===== config.mk =====
export PLATFORM = sky130hd
export DESIGN_NAME = idex_hazard_ctrl_flat
export DESIGN_NICKNAME = d
export VERILOG_FILES = /design/src/rtl/idex_hazard_ctrl_if.sv /design/src/rtl/idex_hazard_ctrl.sv /design/src/flat_wrapper.sv
export SDC_FILE = /design/constraint.sdc
export NUM_CORES = 1
export LEC_CHECK = 0
export ABC_CLOCK_PERIOD_IN_PS = 2200
export CAP_MARGIN = 5
export CORE_MARGIN = 4
export CORE_UTILIZATION = 49
export CTS_BUF_LIST = sky130_fd_sc_hd__clkbuf_4
export DETAILED_ROUTE_END_ITERATION = 8
export PLACE_DENSITY = 0.83
export SETUP_SLACK_MARGIN = 0.02
export SYNTH_ARGS = -nofsm -noshare
export SYNTH_HDL_FRONTEND = slang
export SYNTH_SLANG_ARGS = --single-unit
export TNS_END_PERCENT = 30

===== constraint.sdc =====
create_clock -name clk -period 2.2 [get_ports clk]
set_clock_uncertainty 0.05 [all_clocks]
set_input_delay 0.33 -clock clk [delete_from_list [all_inputs] [get_ports clk]]
set_output_delay 0.33 -clock clk [all_outputs]
set_load 0.005 [all_outputs]

===== src/rtl/idex_hazard_ctrl_if.sv =====
// Signal bundle between the ID/EX hazard controller and the pipeline datapath.
// The datapath is the master: it presents the ID and ID/EX instruction fields
// and consumes the latch enable, flush and bubble controls.
interface idex_hazard_ctrl_if;
    logic [3:0]  id_rs;
    logic [3:0]  id_rt;
    logic        id_uses_rs;
    logic        id_uses_rt;
    logic        id_is_halt;
    logic [3:0]  idex_wreg;
    logic        idex_memread;
    logic        idex_regwrite;
    logic        ex_branch_taken;
    logic        pc_en;
    logic        ifid_en;
    logic        ifid_flush;
    logic        idex_en;
    logic        idex_bubble;
    logic        halted;
    logic [15:0] stall_count;

    modport master (
        output id_rs, id_rt, id_uses_rs, id_uses_rt, id_is_halt,
        output idex_wreg, idex_memread, idex_regwrite, ex_branch_taken,
        input  pc_en, ifid_en, ifid_flush, idex_en, idex_bubble, halted, stall_count
    );

    modport slave (
        input  id_rs, id_rt, id_uses_rs, id_uses_rt, id_is_halt,
        input  idex_wreg, idex_memread, idex_regwrite, ex_branch_taken,
        output pc_en, ifid_en, ifid_flush, idex_en, idex_bubble, halted, stall_count
    );
endinterface


===== src/rtl/idex_hazard_ctrl.sv =====
// ID/EX hazard controller: load-use stalls, taken-branch flushes, HLT drain/stop
// and a saturating stall-cycle counter for the 16-bit pipelined CPU.
module idex_hazard_ctrl #(
    parameter int STALL_CYCLES = 1,
    parameter int HALT_DRAIN   = 3
) (
    input  logic             clk,
    input  logic             rst,
    idex_hazard_ctrl_if.slave bus
);

    typedef enum logic [1:0] {
        ST_RUN    = 2'd0,
        ST_STALL  = 2'd1,
        ST_DRAIN  = 2'd2,
        ST_HALTED = 2'd3
    } state_t;

    localparam bit       MULTI_STALL   = (STALL_CYCLES > 32'sd1);
    localparam logic [2:0] STALL_SUB_INIT = 3'(STALL_CYCLES - 32'sd1);
    localparam logic [2:0] DRAIN_SUB_INIT = 3'(HALT_DRAIN);

    state_t      state_r;
    logic [2:0]  sub_r;
    logic        halted_r;
    logic [15:0] stall_count_r;

    logic haz_s;
    logic pc_en_s;
    logic ifid_en_s;
    logic ifid_flush_s;
    logic idex_en_s;
    logic idex_bubble_s;

    // Load-use check; register 0 is hard-wired and can never be the hazard source.
    function automatic logic load_use_hit(
        input logic [3:0] rs,
        input logic [3:0] rt,
        input logic       uses_rs,
        input logic       uses_rt,
        input logic [3:0] wreg,
        input logic       memread,
        input logic       regwrite
    );
        logic producer;
        producer = memread & regwrite & (wreg != 4'd0);
        return producer & ((uses_rs & (rs == wreg)) | (uses_rt & (rt == wreg)));
    endfunction

    // Hazard detection between the ID instruction and the load held in ID/EX.
    always_comb begin
        haz_s = load_use_hit(bus.id_rs, bus.id_rt, bus.id_uses_rs, bus.id_uses_rt,
                             bus.idex_wreg, bus.idex_memread, bus.idex_regwrite);
    end

    // Mealy latch controls from the registered state and the current inputs.
    always_comb begin
        pc_en_s       = 1'b0;
        ifid_en_s     = 1'b0;
        ifid_flush_s  = 1'b0;
        idex_en_s     = 1'b0;
        idex_bubble_s = 1'b0;
        if (!rst) begin
            ifid_flush_s  = 1'b1;
            idex_bubble_s = 1'b1;
        end else begin
            case (state_r)
                ST_RUN: begin
                    if (bus.ex_branch_taken) begin
                        pc_en_s       = 1'b1;
                        ifid_en_s     = 1'b1;
                        ifid_flush_s  = 1'b1;
                        idex_en_s     = 1'b1;
                        idex_bubble_s = 1'b1;
                    end else if (haz_s) begin
                        idex_en_s     = 1'b1;
                        idex_bubble_s = 1'b1;
                    end else if (bus.id_is_halt) begin
                        // HLT itself still advances into ID/EX; only fetch stops.
                        ifid_en_s     = 1'b1;
                        idex_en_s     = 1'b1;
                    end else begin
                        pc_en_s       = 1'b1;
                        ifid_en_s     = 1'b1;
                        idex_en_s     = 1'b1;
                    end
                end
                ST_STALL, ST_DRAIN: begin
                    if (bus.ex_branch_taken) begin
                        pc_en_s       = 1'b1;
                        ifid_en_s     = 1'b1;
                        ifid_flush_s  = 1'b1;
                        idex_en_s     = 1'b1;
                        idex_bubble_s = 1'b1;
                    end else begin
                        idex_en_s     = 1'b1;
                        idex_bubble_s = 1'b1;
                    end
                end
                ST_HALTED: begin
                    pc_en_s       = 1'b0;
                    idex_en_s     = 1'b0;
                end
                default: begin
                    ifid_flush_s  = 1'b1;
                    idex_bubble_s = 1'b1;
                end
            endcase
        end
    end

    // Control FSM: state, bubble/drain sub-counter and the halted flag.
    always_ff @(posedge clk or negedge rst) begin
        if (!rst) begin
            state_r  <= ST_RUN;
            sub_r    <= 3'd0;
            halted_r <= 1'b0;
        end else begin
            case (state_r)
                ST_RUN: begin
                    if (bus.ex_branch_taken) begin
                        state_r <= ST_RUN;
                        sub_r   <= 3'd0;
                    end else if (haz_s) begin
                        if (MULTI_STALL) begin
                            state_r <= ST_STALL;
                            sub_r   <= STALL_SUB_INIT;
                        end else begin
                            state_r <= ST_RUN;
                            sub_r   <= 3'd0;
                        end
                    end else if (bus.id_is_halt) begin
                        state_r <= ST_DRAIN;
                        sub_r   <= DRAIN_SUB_INIT;
                    end else begin
                        state_r <= ST_RUN;
                        sub_r   <= 3'd0;
                    end
                end
                ST_STALL: begin
                    if (bus.ex_branch_taken || (sub_r <= 3'd1)) begin
                        state_r <= ST_RUN;
                        sub_r   <= 3'd0;
                    end else begin
                        sub_r   <= sub_r - 3'd1;
                    end
                end
                ST_DRAIN: begin
                    // A taken branch means the HLT was on the wrong path.
                    if (bus.ex_branch_taken) begin
                        state_r <= ST_RUN;
                        sub_r   <= 3'd0;
                    end else if (sub_r <= 3'd1) begin
                        state_r  <= ST_HALTED;
                        sub_r    <= 3'd0;
                        halted_r <= 1'b1;
                    end else begin
                        sub_r    <= sub_r - 3'd1;
                    end
                end
                ST_HALTED: begin
                    state_r  <= ST_HALTED;
                    halted_r <= 1'b1;
                end
                default: begin
                    state_r  <= ST_RUN;
                    sub_r    <= 3'd0;
                    halted_r <= 1'b0;
                end
            endcase
        end
    end

    // Saturating count of fetch-stalled cycles while the core is still live.
    always_ff @(posedge clk or negedge rst) begin
        if (!rst) begin
            stall_count_r <= 16'd0;
        end else if (!pc_en_s && (state_r != ST_HALTED) && (stall_count_r != 16'hFFFF)) begin
            stall_count_r <= stall_count_r + 16'd1;
        end else begin
            stall_count_r <= stall_count_r;
        end
    end

    assign bus.pc_en       = pc_en_s;
    assign bus.ifid_en     = ifid_en_s;
    assign bus.ifid_flush  = ifid_flush_s;
    assign bus.idex_en     = idex_en_s;
    assign bus.idex_bubble = idex_bubble_s;
    assign bus.halted      = halted_r;
    assign bus.stall_count = stall_count_r;

endmodule


===== src/flat_wrapper.sv =====
// flat-port wrapper written by rule: the top's interface ports become plain ports
module idex_hazard_ctrl_flat 
#(
    parameter int STALL_CYCLES = 1,
    parameter int HALT_DRAIN   = 3
)
  (clk, rst, bus_id_rs, bus_id_rt, bus_id_uses_rs, bus_id_uses_rt, bus_id_is_halt, bus_idex_wreg, bus_idex_memread, bus_idex_regwrite, bus_ex_branch_taken, bus_pc_en, bus_ifid_en, bus_ifid_flush, bus_idex_en, bus_idex_bubble, bus_halted, bus_stall_count);
  idex_hazard_ctrl_if bus_i ();
  input  logic clk;
  input  logic rst;
  input wire logic [$bits(bus_i.id_rs)-1:0] bus_id_rs;
  input wire logic [$bits(bus_i.id_rt)-1:0] bus_id_rt;
  input wire logic [$bits(bus_i.id_uses_rs)-1:0] bus_id_uses_rs;
  input wire logic [$bits(bus_i.id_uses_rt)-1:0] bus_id_uses_rt;
  input wire logic [$bits(bus_i.id_is_halt)-1:0] bus_id_is_halt;
  input wire logic [$bits(bus_i.idex_wreg)-1:0] bus_idex_wreg;
  input wire logic [$bits(bus_i.idex_memread)-1:0] bus_idex_memread;
  input wire logic [$bits(bus_i.idex_regwrite)-1:0] bus_idex_regwrite;
  input wire logic [$bits(bus_i.ex_branch_taken)-1:0] bus_ex_branch_taken;
  output wire logic [$bits(bus_i.pc_en)-1:0] bus_pc_en;
  output wire logic [$bits(bus_i.ifid_en)-1:0] bus_ifid_en;
  output wire logic [$bits(bus_i.ifid_flush)-1:0] bus_ifid_flush;
  output wire logic [$bits(bus_i.idex_en)-1:0] bus_idex_en;
  output wire logic [$bits(bus_i.idex_bubble)-1:0] bus_idex_bubble;
  output wire logic [$bits(bus_i.halted)-1:0] bus_halted;
  output wire logic [$bits(bus_i.stall_count)-1:0] bus_stall_count;
  assign bus_i.id_rs = bus_id_rs;
  assign bus_i.id_rt = bus_id_rt;
  assign bus_i.id_uses_rs = bus_id_uses_rs;
  assign bus_i.id_uses_rt = bus_id_uses_rt;
  assign bus_i.id_is_halt = bus_id_is_halt;
  assign bus_i.idex_wreg = bus_idex_wreg;
  assign bus_i.idex_memread = bus_idex_memread;
  assign bus_i.idex_regwrite = bus_idex_regwrite;
  assign bus_i.ex_branch_taken = bus_ex_branch_taken;
  assign bus_pc_en = bus_i.pc_en;
  assign bus_ifid_en = bus_i.ifid_en;
  assign bus_ifid_flush = bus_i.ifid_flush;
  assign bus_idex_en = bus_i.idex_en;
  assign bus_idex_bubble = bus_i.idex_bubble;
  assign bus_halted = bus_i.halted;
  assign bus_stall_count = bus_i.stall_count;
  idex_hazard_ctrl #(.STALL_CYCLES(STALL_CYCLES), .HALT_DRAIN(HALT_DRAIN)) u_core (.clk(clk), .rst(rst), .bus(bus_i));
endmodule

Word level (Yosys, flattened, before mapping)
Cells that the tools add are included.
W data, S select, Z words.
{"block": "word_totals", "register_bits": 22, "inputBits": 20, "output_inout_bits": 22, "elab_cells": 71}
{"block": "classes", "addsub": 2, "magnitude_cmp": 1, "eq_ne": 11, "n_mux": 35, "bitwise_logic": 6, "n_reduce_logical": 12}
{"op": "$add A16 B1 Y16 const B", "n": 1}
{"op": "$mux W1", "n": 16}
{"op": "$ne A16 B16 Y1 const B", "n": 1}
{"op": "$mux W3", "n": 5}
{"op": "$mux W2", "n": 7}
{"op": "$pmux W3 S3", "n": 1}
{"op": "$eq A4 B4 Y1", "n": 2}
{"op": "$pmux W1 S2", "n": 4}
{"op": "$pmux W2 S4", "n": 1}
{"op": "$and A1 B1 Y1", "n": 5}
{"op": "$eq A2 B2 Y1 const B", "n": 2}
{"op": "$ne A2 B1 Y1 const B", "n": 2}
{"op": "$ne A2 B2 Y1 const B", "n": 2}
{"op": "$reduce_bool A4 Y1", "n": 1}
{"op": "$le A3 B1 Y1 const B", "n": 1}
{"op": "$ne A3 B2 Y1 const B", "n": 1}
{"op": "$pmux W1 S3", "n": 1}
{"op": "$reduce_and A3 Y1", "n": 1}
{"op": "$reduce_bool A3 Y1", "n": 1}
{"op": "$reduce_or A3 Y1", "n": 1}
{"op": "$sub A3 B1 Y3 const B", "n": 1}
{"op": "$eq A2 B1 Y1 const B", "n": 1}
{"op": "$logic_and A1 B1 Y1", "n": 2}
{"op": "$logic_not A2 Y1", "n": 1}
{"op": "6 further kinds", "n": 6}

Longest topological paths before layout
{"block": "logic_depth", "word_depth": 11, "mapped_depth": 9, "mapped_depth_nobuf": 8}

Worst setup path after synthesis
Ideal clock, no wire load.
{"block": "synth_timing", "kind": "reg-to-reg", "from": "reg u_core.state_r[0]", "to": "reg u_core.stall_count_r[1] (netlist: u_core.bus.stall_count[1])", "setup_time_ns": 0.128, "t_arrival_ns": 1.786, "t_required_ns": 2.022, "setup_slack_ns": 0.236, "path_stages_with_launch": 9, "n_path_buf": 0, "period_less_slack_ns": 1.964, "cell_sequence": "dfrtp_1 -> inv_1 -> ha_1 -> nor2_1 -> nor2_1 -> o21ai_0 -> nand3b_4 -> nand2_1 -> mux2_1"}
{"block": "synth_between", "elab_chain_cells": 7, "word_cells_on_any_way": 11, "cone_classes": "eq/ne (4); mux (2); reduce/logical (5)"}
{"element": "from (decl)", "line_no": "idex_hazard_ctrl.sv:23", "text": "state_t state_r;"}
{"element": "from (signal assigned)", "line_no": "idex_hazard_ctrl.sv:115", "text": "state_r <= ST_RUN;"}
{"element": "from (signal assigned)", "line_no": "idex_hazard_ctrl.sv:122", "text": "state_r <= ST_RUN;"}
{"element": "from (signal assigned)", "line_no": "idex_hazard_ctrl.sv:126", "text": "state_r <= ST_STALL;"}
{"element": "$eq A2 B1 Y1 or $eq A2 B2 Y1 (tied branches)", "line_no": "idex_hazard_ctrl.sv:67", "text": "case (state_r)"}
{"element": "$reduce_or A2 Y1", "line_no": "idex_hazard_ctrl.sv:67"}
{"element": "$pmux W1 S3", "line_no": "idex_hazard_ctrl.sv:67"}
{"element": "$mux W1", "line_no": "idex_hazard_ctrl.sv:63", "text": "if (!rst) begin"}
{"element": "$logic_not A1 Y1", "line_no": "idex_hazard_ctrl.sv:178", "text": "end else if (!pc_en_s && (state_r != ST_HALTED) && (stall_count_r != 16'hFFFF)) begin"}
{"element": "$logic_and A1 B1 Y1 (*) (2 in series)", "line_no": "idex_hazard_ctrl.sv:178"}
{"element": "to (signal assigned)", "line_no": "idex_hazard_ctrl.sv:179", "text": "stall_count_r <= stall_count_r + 16'd1;"}
{"element": "to (signal assigned)", "line_no": "idex_hazard_ctrl.sv:181", "text": "stall_count_r <= stall_count_r;"}
{"element": "to (decl)", "line_no": "idex_hazard_ctrl.sv:26", "text": "logic [15:0] stall_count_r;"}
Every way passes the cells marked *; elsewhere a longest branch is shown, timed or not.
A chain may end at the register's enable or synchronous reset.

Worst setup path in the final report
{"block": "layout_timing", "from": "in bus_id_rs[0]", "to": "out bus_idex_bubble"}
{"block": "layout_between", "elab_chain_cells": 8}
{"element": "from (decl)", "line_no": "flat_wrapper.sv:11", "text": "input wire logic [$bits(bus_i.id_rs)-1:0] bus_id_rs;"}
{"element": "$eq A4 B4 Y1", "line_no": "idex_hazard_ctrl.sv:47", "text": "return producer & ((uses_rs & (rs == wreg)) | (uses_rt & (rt == wreg)));"}
{"element": "$and A1 B1 Y1", "line_no": "idex_hazard_ctrl.sv:47"}
{"element": "$or A1 B1 Y1", "line_no": "idex_hazard_ctrl.sv:47"}
{"element": "$and A1 B1 Y1", "line_no": "idex_hazard_ctrl.sv:47"}
{"element": "$mux W1", "line_no": "idex_hazard_ctrl.sv:75", "text": "end else if (haz_s) begin"}
{"element": "$mux W1", "line_no": "idex_hazard_ctrl.sv:69", "text": "if (bus.ex_branch_taken) begin"}
{"element": "$pmux W1 S2", "line_no": "idex_hazard_ctrl.sv:67"}
{"element": "$mux W1", "line_no": "idex_hazard_ctrl.sv:63"}
{"element": "to (decl)", "line_no": "flat_wrapper.sv:24", "text": "output wire logic [$bits(bus_i.idex_bubble)-1:0] bus_idex_bubble;"}
Every way passes these cells.

==> flow_summary.toml <==
[synth]
synth_top_family_by_area = "simple AND/OR/NAND/NOR gates"
synth_compound_area_share_pct = 11.9
syn_avg_cell_area_um2 = 9.68
synthSimpleGateAreaFrac_pct = 23.8
syn_inst = 146
synth-seq-area-share_pct = 38.9
synth_xor_area_share_pct = 14.2
yosys_warnings = 0
synth_top_area_share_pct = 38.9
synth_edf_count = 0
synth_top_area_cell = "dfrtp_1"
synthMuxAreaShare_pct = 1.50
ys_dominant_reg_cell = "dfrtp_1"
synth-async-reset-ratio_pct = 100
synth_common_cells = "dfrtp_1, xnor2_1, nand2_1"
synthAdderAreaFrac_pct = 6.19
synth_most_common_cell = "dfrtp_1"
yosysUniqueCellTypes = 37
syn-cell-area_um2 = 1410
yosys-top-cells-area = "dfrtp_1, xnor2_1, ha_1"
synth_fp_nets = 173
synth-seq-cells = 22

[global_routing]
grt_pass1_vias = 1324
grt.total_usage_pct = 20.8
grt_overflow = 0
grt_max_degree = 15
grt_pass1_wl_mm = 5.96
antenna_found_initial = 0

[clocking]
clockBufferDepth = 2
cts.clk_slew.worst_paths_ns = 0.11
cts_buffers = 3
cts-root-buf = "clkbuf_4"
ctsHtreeMaxLevel = 1
clkLatencyLatePin_ns = 0.31
cts_tree = "done"
clock_sinks = 22

[sta]
fmax_mhz = 474
slew_violations = 0
rsz0062_at_grt = "false"
relSlewSlack_pct = 74.6
fin_crit_ns = 2.11
worst_slack_ns = 0.0885
hold_viol = 0
setup_viol = 0
post-route-period-util_pct = 96.0
worst_slew_pin_slew_ns = 0.379

[route]
first_pass_iters = 4
drc_errors = 0
vias = 1375
routed_via_density = 5.52
wirelength_mm = 3.79
drt_iter0_markers = 48
wl_per_cell_um = 15.2
antenna_left = 0

[floorplanning]
die_area_um2 = 3810
ios = 42
fp-row-count = 19
initial_core_util_pct = 51.3
fp.dieW_um = 61.7
coreArea_um2 = 2760
die_y_um = 61.7

[critical_path]
cp_max_fo = 2
worst-setup-path-type = "primary input to output port"
worstPathRequired_ns = 1.82
cpLargestDelayFamily = "buffers and inverters"
critPathLaunchType = "primary input"
crit_path_end_kind = "output port"
regToRegSetupSlack_ns = 0.20
reg2reg_from = "u_core.state_r[1]"
critPathBufInv = 3
critPathSlowestCell = "clkdlybuf4s50_1"
cpPeakStageDelay_ns = 0.41
cp_data_arrival_time_ns = 1.73
reg2regPathDepth = 10
cp_cell_sequence = "clkdlybuf4s50_1 > xor2_1 > nor3_1 > nand4_1 > buf_4 > nand3_1 > a21oi_1 > o21ai_1 > buf_2"
r2r_end = "u_core.bus.stall_count[7]"

[hold_path]
whs_endpoint = "u_core.bus.halted"
min-delay-start = "u_core.bus.halted"
hold_class = "flip-flop to flip-flop"
hold-path-cell-count = 2

[run_status]
status = "completed"

[place]
post_dp_cell_area_um2 = 1990
portBuffers = 41
place_inst = 233
gp_congestion = 0.814
dp_hpwl_mm = 2.78
place_ws_ns = -0.410

[power_and_ir_drop]
p_per_area_nw_per_um2 = 617
vdd_ir_drop_max_v = 0.000722
p_leak_nw = 0.957

[cells_and_area]
syn_to_final_growth_pct = 51.5
nets = 246
drive_gt1_share_pct = 25.7
fin_area_um2 = 2140
layout.cells.non_filler = 249
n_fill_cell = 193
n_antenna_cell = 0

[flow_run]
max_cap_violations = 0
[tightest hold or removal path, cell delays in order (launching register included)]
cell     delay [ns]
dfrtp_1        0.38
a21oi_1        0.05
o31ai_1        0.06
[logic make-up (layout without fill, tap and decap cells)]
family | count (synthesis) | after routing
buffers and inverters | 10 | 82
multiplexers | 2 | 2
AND/OR/NAND/NOR | 60 | 60
flip-flops | 22 | 22
adder cells (fa/ha/maj) | 7 | 7
AO/OA/AOI/OAI | 22 | 22
XOR/XNOR | 23 | 23
[placed cells by master, fill, tap and decap left out, types with 3 or more instances in the layout]
cell | synthesis | routed
nand4_1 | 9 | 9
buf_6 | 1 | 4
xor2_1 | 6 | 6
xnor2_1 | 17 | 16
o21ai_1 | 1 | 4
inv_2 | 1 | 3
clkdlybuf4s50_1 | 0 | 28
dfrtp_1 | 22 | 22
o21ai_0 | 6 | 3
nor3_1 | 3 | 3
nor2_1 | 9 | 7
dlygate4sd2_1 | 0 | 8
ha_1 | 7 | 5
buf_4 | 1 | 25
clkbuf_4 | 0 | 3
inv_1 | 6 | 4
nand2_1 | 12 | 10
nand3_1 | 10 | 10
a21oi_1 | 6 | 6
and3_1 | 6 | 6
[power by group]
| part | internal (mW) | total (mW) | leakage, nW | switching [mW] |
|---|---|---|---|---|
| clock | 0.0662 | 0.187 | 0.0154 | 0.121 |
| sequential | 0.477 | 0.570 | 0.287 | 0.0930 |
| combinational | 0.336 | 0.564 | 0.655 | 0.228 |
[area by class of cell]
cell class                      count  area, um^2  share of cell area [%]
Multi-Input combinational cell    114         857                    40.0
Timing Repair Buffer               71         643                    30.0
Sequential cell                    22         551                    25.7
Tap cell                           31        38.8                    1.81
Inverter                            7        26.3                    1.23
Clock buffer                        3        22.5                    1.05
Clock inverter                      1        3.75                   0.175
[worst max-delay path by stage]
| stage | from | to | slack [ns] | depth (start not counted) |
|---|---|---|---|---|
| detailed placement | bus_idex_wreg[0] | bus_idex_bubble | -0.41 | 8 |
| global placement | bus_idex_wreg[0] | bus_idex_bubble | -0.31 | 8 |
| global route | bus_id_rs[0] | bus_pc_en | 0.03 | 9 |
| CTS | bus_id_rs[0] | bus_pc_en | 0.01 | 9 |
| floorplan | u_core.state_r[0] | u_core.bus.stall_count[1] | 0.24 | 8 |
| finish | bus_id_rs[0] | bus_idex_bubble | 0.09 | 9 |
[metal layers]
layer	vias up	part of all wire [%]	GRT usage [%]
li1	665	-	-
met1	659	43	26.7
met2	44	51	36.8
met3	7	4.0	3.10
met4	0	1.6	4.85
met5	-	0	0
[flip-flops by register name, summed over array words and instances, names as in the netlist]
name / cells
u_core.sub_r: 3
u_core.bus.halted: 1
u_core.state_r: 2
u_core.bus.stall_count: 16
[metrics by stage]
step	setup TNS, ns	total power [mW]	hold WS [ns]	utilization [%]
floorplan	0	0.805	-0.0156	-
global placement	-0.847	1.07	0.415	72.1
detailed placement	-1.21	1.10	0.429	72.1
CTS	0	1.30	0.459	76.5
global route	0	1.41	0.477	77.7
finish	0	1.32	0.455	77.7
[repair_timing]
action	in CTS	in global routing
hold buffers	0	0
buffers inserted	11	2
pin swaps	8	11
setup endpoints to repair	8	20
gates resized for setup	23	17
No activity file was read; power rests on OpenSTA's default activity.
==> patch, RTL diff (config.mk and constraints unchanged) <==
Reset style: synchronous (`rst`), changed in 2 clocked blocks.
--- a/src/rtl/idex_hazard_ctrl.sv
+++ b/src/rtl/idex_hazard_ctrl.sv
@@ -110,7 +110,7 @@
     end
 
     // Control FSM: state, bubble/drain sub-counter and the halted flag.
-    always_ff @(posedge clk or negedge rst) begin
+    always_ff @(posedge clk) begin
         if (!rst) begin
             state_r  <= ST_RUN;
             sub_r    <= 3'd0;
@@ -172,7 +172,7 @@
     end
 
     // Saturating count of fetch-stalled cycles while the core is still live.
-    always_ff @(posedge clk or negedge rst) begin
+    always_ff @(posedge clk) begin
         if (!rst) begin
             stall_count_r <= 16'd0;
         end else if (!pc_en_s && (state_r != ST_HALTED) && (stall_count_r != 16'hFFFF)) begin
Function: differs if rst is asserted again (counterexample within 4 cycles, from zero or initial values and one cycle with rst low); with rst held inactive, the same outputs for 10 cycles.
==> patch against the unedited design <==
Setup slack lost 0.024 ns. Wire length is 41% higher. Highest routed layer unchanged. Non-clock buffer count grew 8. Sequential cell count unchanged. Synthesized area shrank 0.71%. Final area increased by 11%. Via count up 21%. First-iteration DRC count up 110%. Sequential share of layout area down 7.0 points.
Power is not compared: it rests on default switching activity, and its combinational part moved more than twofold at a synthesized area within 25%.
==> patch: results (changes against the unedited design) <==
** Detailed routing
- The starting DRC count in detailed routing was 99 (+110%).
- Met2 wirelength from detailed routing :: 2860 um (+48%)
- WL final :: 5350 um (+41%)
- The routed metal-1 wirelength came to 2070 um (+26%).
- Top routing layer in use :: met4
- WL per Instance :: 19.2 um (+26%)
- The total via count in the routed design was 1669 (+21%).
- Detailed Routing Iterations Pass 1 :: 4 (unchanged)
- The amount of wire on met3 after detailed routing is 225 um (+47%).

** Min path
- Startpoint of the worst hold path :: u_core.bus.stall_count[9]$_SDFFE_PN0P_
- Hold Crit Endpoint :: u_core.bus.stall_count[9]$_SDFFE_PN0P_
- In this run the worst hold path is classified as register to register.

** Status
- The flow ran to the end, and the final reports show no timing, DRC or antenna violations.

** Global route
- Global Route met3 Usage :: 0.0335 (+0.00255)
- The global routing met2 resource utilization came to 0.517 (+0.149).
- GRT met1 Usage :: 0.329 (+0.0618)
- The initial antenna violation count came to 0 (unchanged).
- Total track usage :: 0.287 (+0.0786)
- Most Used Layer, Global Route :: met2
- The pin count of the biggest net entering global routing came to 21 (+6).
- Wire length of the first global-routing pass :: 8020 um (+34%)

** Synth
- Share of flip-flops with an asynchronous set or reset after synthesis :: 0 (-1.00)
- The net count after synthesis is 196 (+13%).
- The post-synthesis cell type count is 39 (+5.4%).
- By count the netlist is led by dfxtp_1 (22), nor2_1 (20), xor2_1 (13), a21oi_1 (10), inv_1 (10).
- In the synthesized netlist the dominant register cell turns out to be dfxtp_1.
- The sequential share of the synthesized area came to 0.314 (-0.0757).
- Biggest area contributors in the synthesized netlist :: dfxtp_1 (31%), xor2_1 (8.1%), ha_1 (6.2%), nor2_1 (5.3%), a21oi_1 (3.6%)
- Post-Syn Instances :: 169 (+16%)

** Finish
- The fraction of final layout cells sized beyond drive strength 1 was 0.351 (+0.0939).
- The number of flip-flops under the largest register name came to 16 (unchanged).
- Number of diodes :: 0 (unchanged)

** Critical path
- The reg2reg setup slack is 0.07 ns (-0.13 ns).
- Worst setup path end :: bus_ifid_en
- Worst r2r dst :: u_core.bus.stall_count[9]$_SDFFE_PN0P_
- Worst-path fanout max :: 16 (+14)
- The most critical setup path has its startpoint at u_core.state_r[0]$_SDFFE_PN0P_.
- Worst-case reg-to-reg path depth :: 11 (+1)

** Place
- The last weighted congestion value of the routability-driven placer came to 0.902 (+11%).
- The count of placed standard cells including taps was 267 (+15%).
- The detailed placer's ending HPWL was 3330 um (+20%).

** Clocking
- The total CTS buffers is 3 (unchanged).
- Worst skew pair latency :: 0.32 ns
- H-tree level count :: 1 (unchanged)
- Clock transition at the registers of the reported paths :: 0.13 ns (+0.02 ns)

** Timing
- WHS :: 0.493 ns (+0.0374 ns)
- The transition time of the tightest slew-check pin came to 0.385 ns (+0.00556 ns).

** Pwr
- The analysis attributes to net switching a power of 274 uW.
- Max rail drop VDD :: 0.529 mV

** Flow run
- Number of max-capacitance violations reported :: 0 (unchanged)
[patch: cell types whose count changed after synthesis, moves of 5 or more]
cell and change:
dfrtp_1 -22, dfxtp_1 +22, xnor2_1 -14, nor2_1 +11
xor2_1 +7, and3_1 -5
[patch: repair_timing]
| action | 4_1_cts | 5_1_grt |
|---|---|---|
| resized for setup | 59 | 28 |
| setup endpoints to repair | 17 | 18 |
| buffers inserted | 6 | 3 |
| gates cloned | 0 | 0 |
| pin swaps | 17 | 19 |
[patch: cell type report]
type	count	area (um2)
multi-input combinational	133	1110
timing repair buffer	79	696
sequential	22	443
fill	149	384
tap	31	38.8
inverter	10	37.5
clock inverter	1	30.0
clock buffer	3	22.5
[patch: per-stage QoR]
stage	TNS, ns	cell area (um2)	utilization	power [mW]	worst slack, ns
finish	0	2370	0.861	1.00	0.0641
global route	-0.0174	2370	0.861	1.03	-0.0174
CTS	0	2290	0.830	0.970	0.0148
detailed placement	-7.73	2080	0.753	0.649	-0.539
global placement	-6.49	2080	0.753	0.637	-0.444
floorplan	0	1400	-	0.514	0.0462
[patch: critical path, cell delays in order (launching register included)]
cell and delay (ns):
dfxtp_2 0.35, buf_4 0.14, ha_2 0.21, buf_12 0.16, nor2_1 0.14, a21boi_1 0.18
dlygate4sd2_1 0.25
[patch: cells by family after synthesis]
logic type | synth area share
xor gates and xnor gates | 0.0998
DFF | 0.314
buffers and inverters | 0.0374
AOI/OAI and AO/OA | 0.201
muxes | 0.00713
adders and majority gates | 0.0624
and+or+nand+nor | 0.279
[patch: power by group through the flow]
stage | registers [mW] | logic, mW | clock network [mW]
floorplan | 0.429 | 0.0846 | 0
global placement | 0.427 | 0.210 | 0
detailed placement | 0.428 | 0.221 | 0
CTS | 0.420 | 0.233 | 0.317
global route | 0.423 | 0.276 | 0.331
finish | 0.421 | 0.260 | 0.320
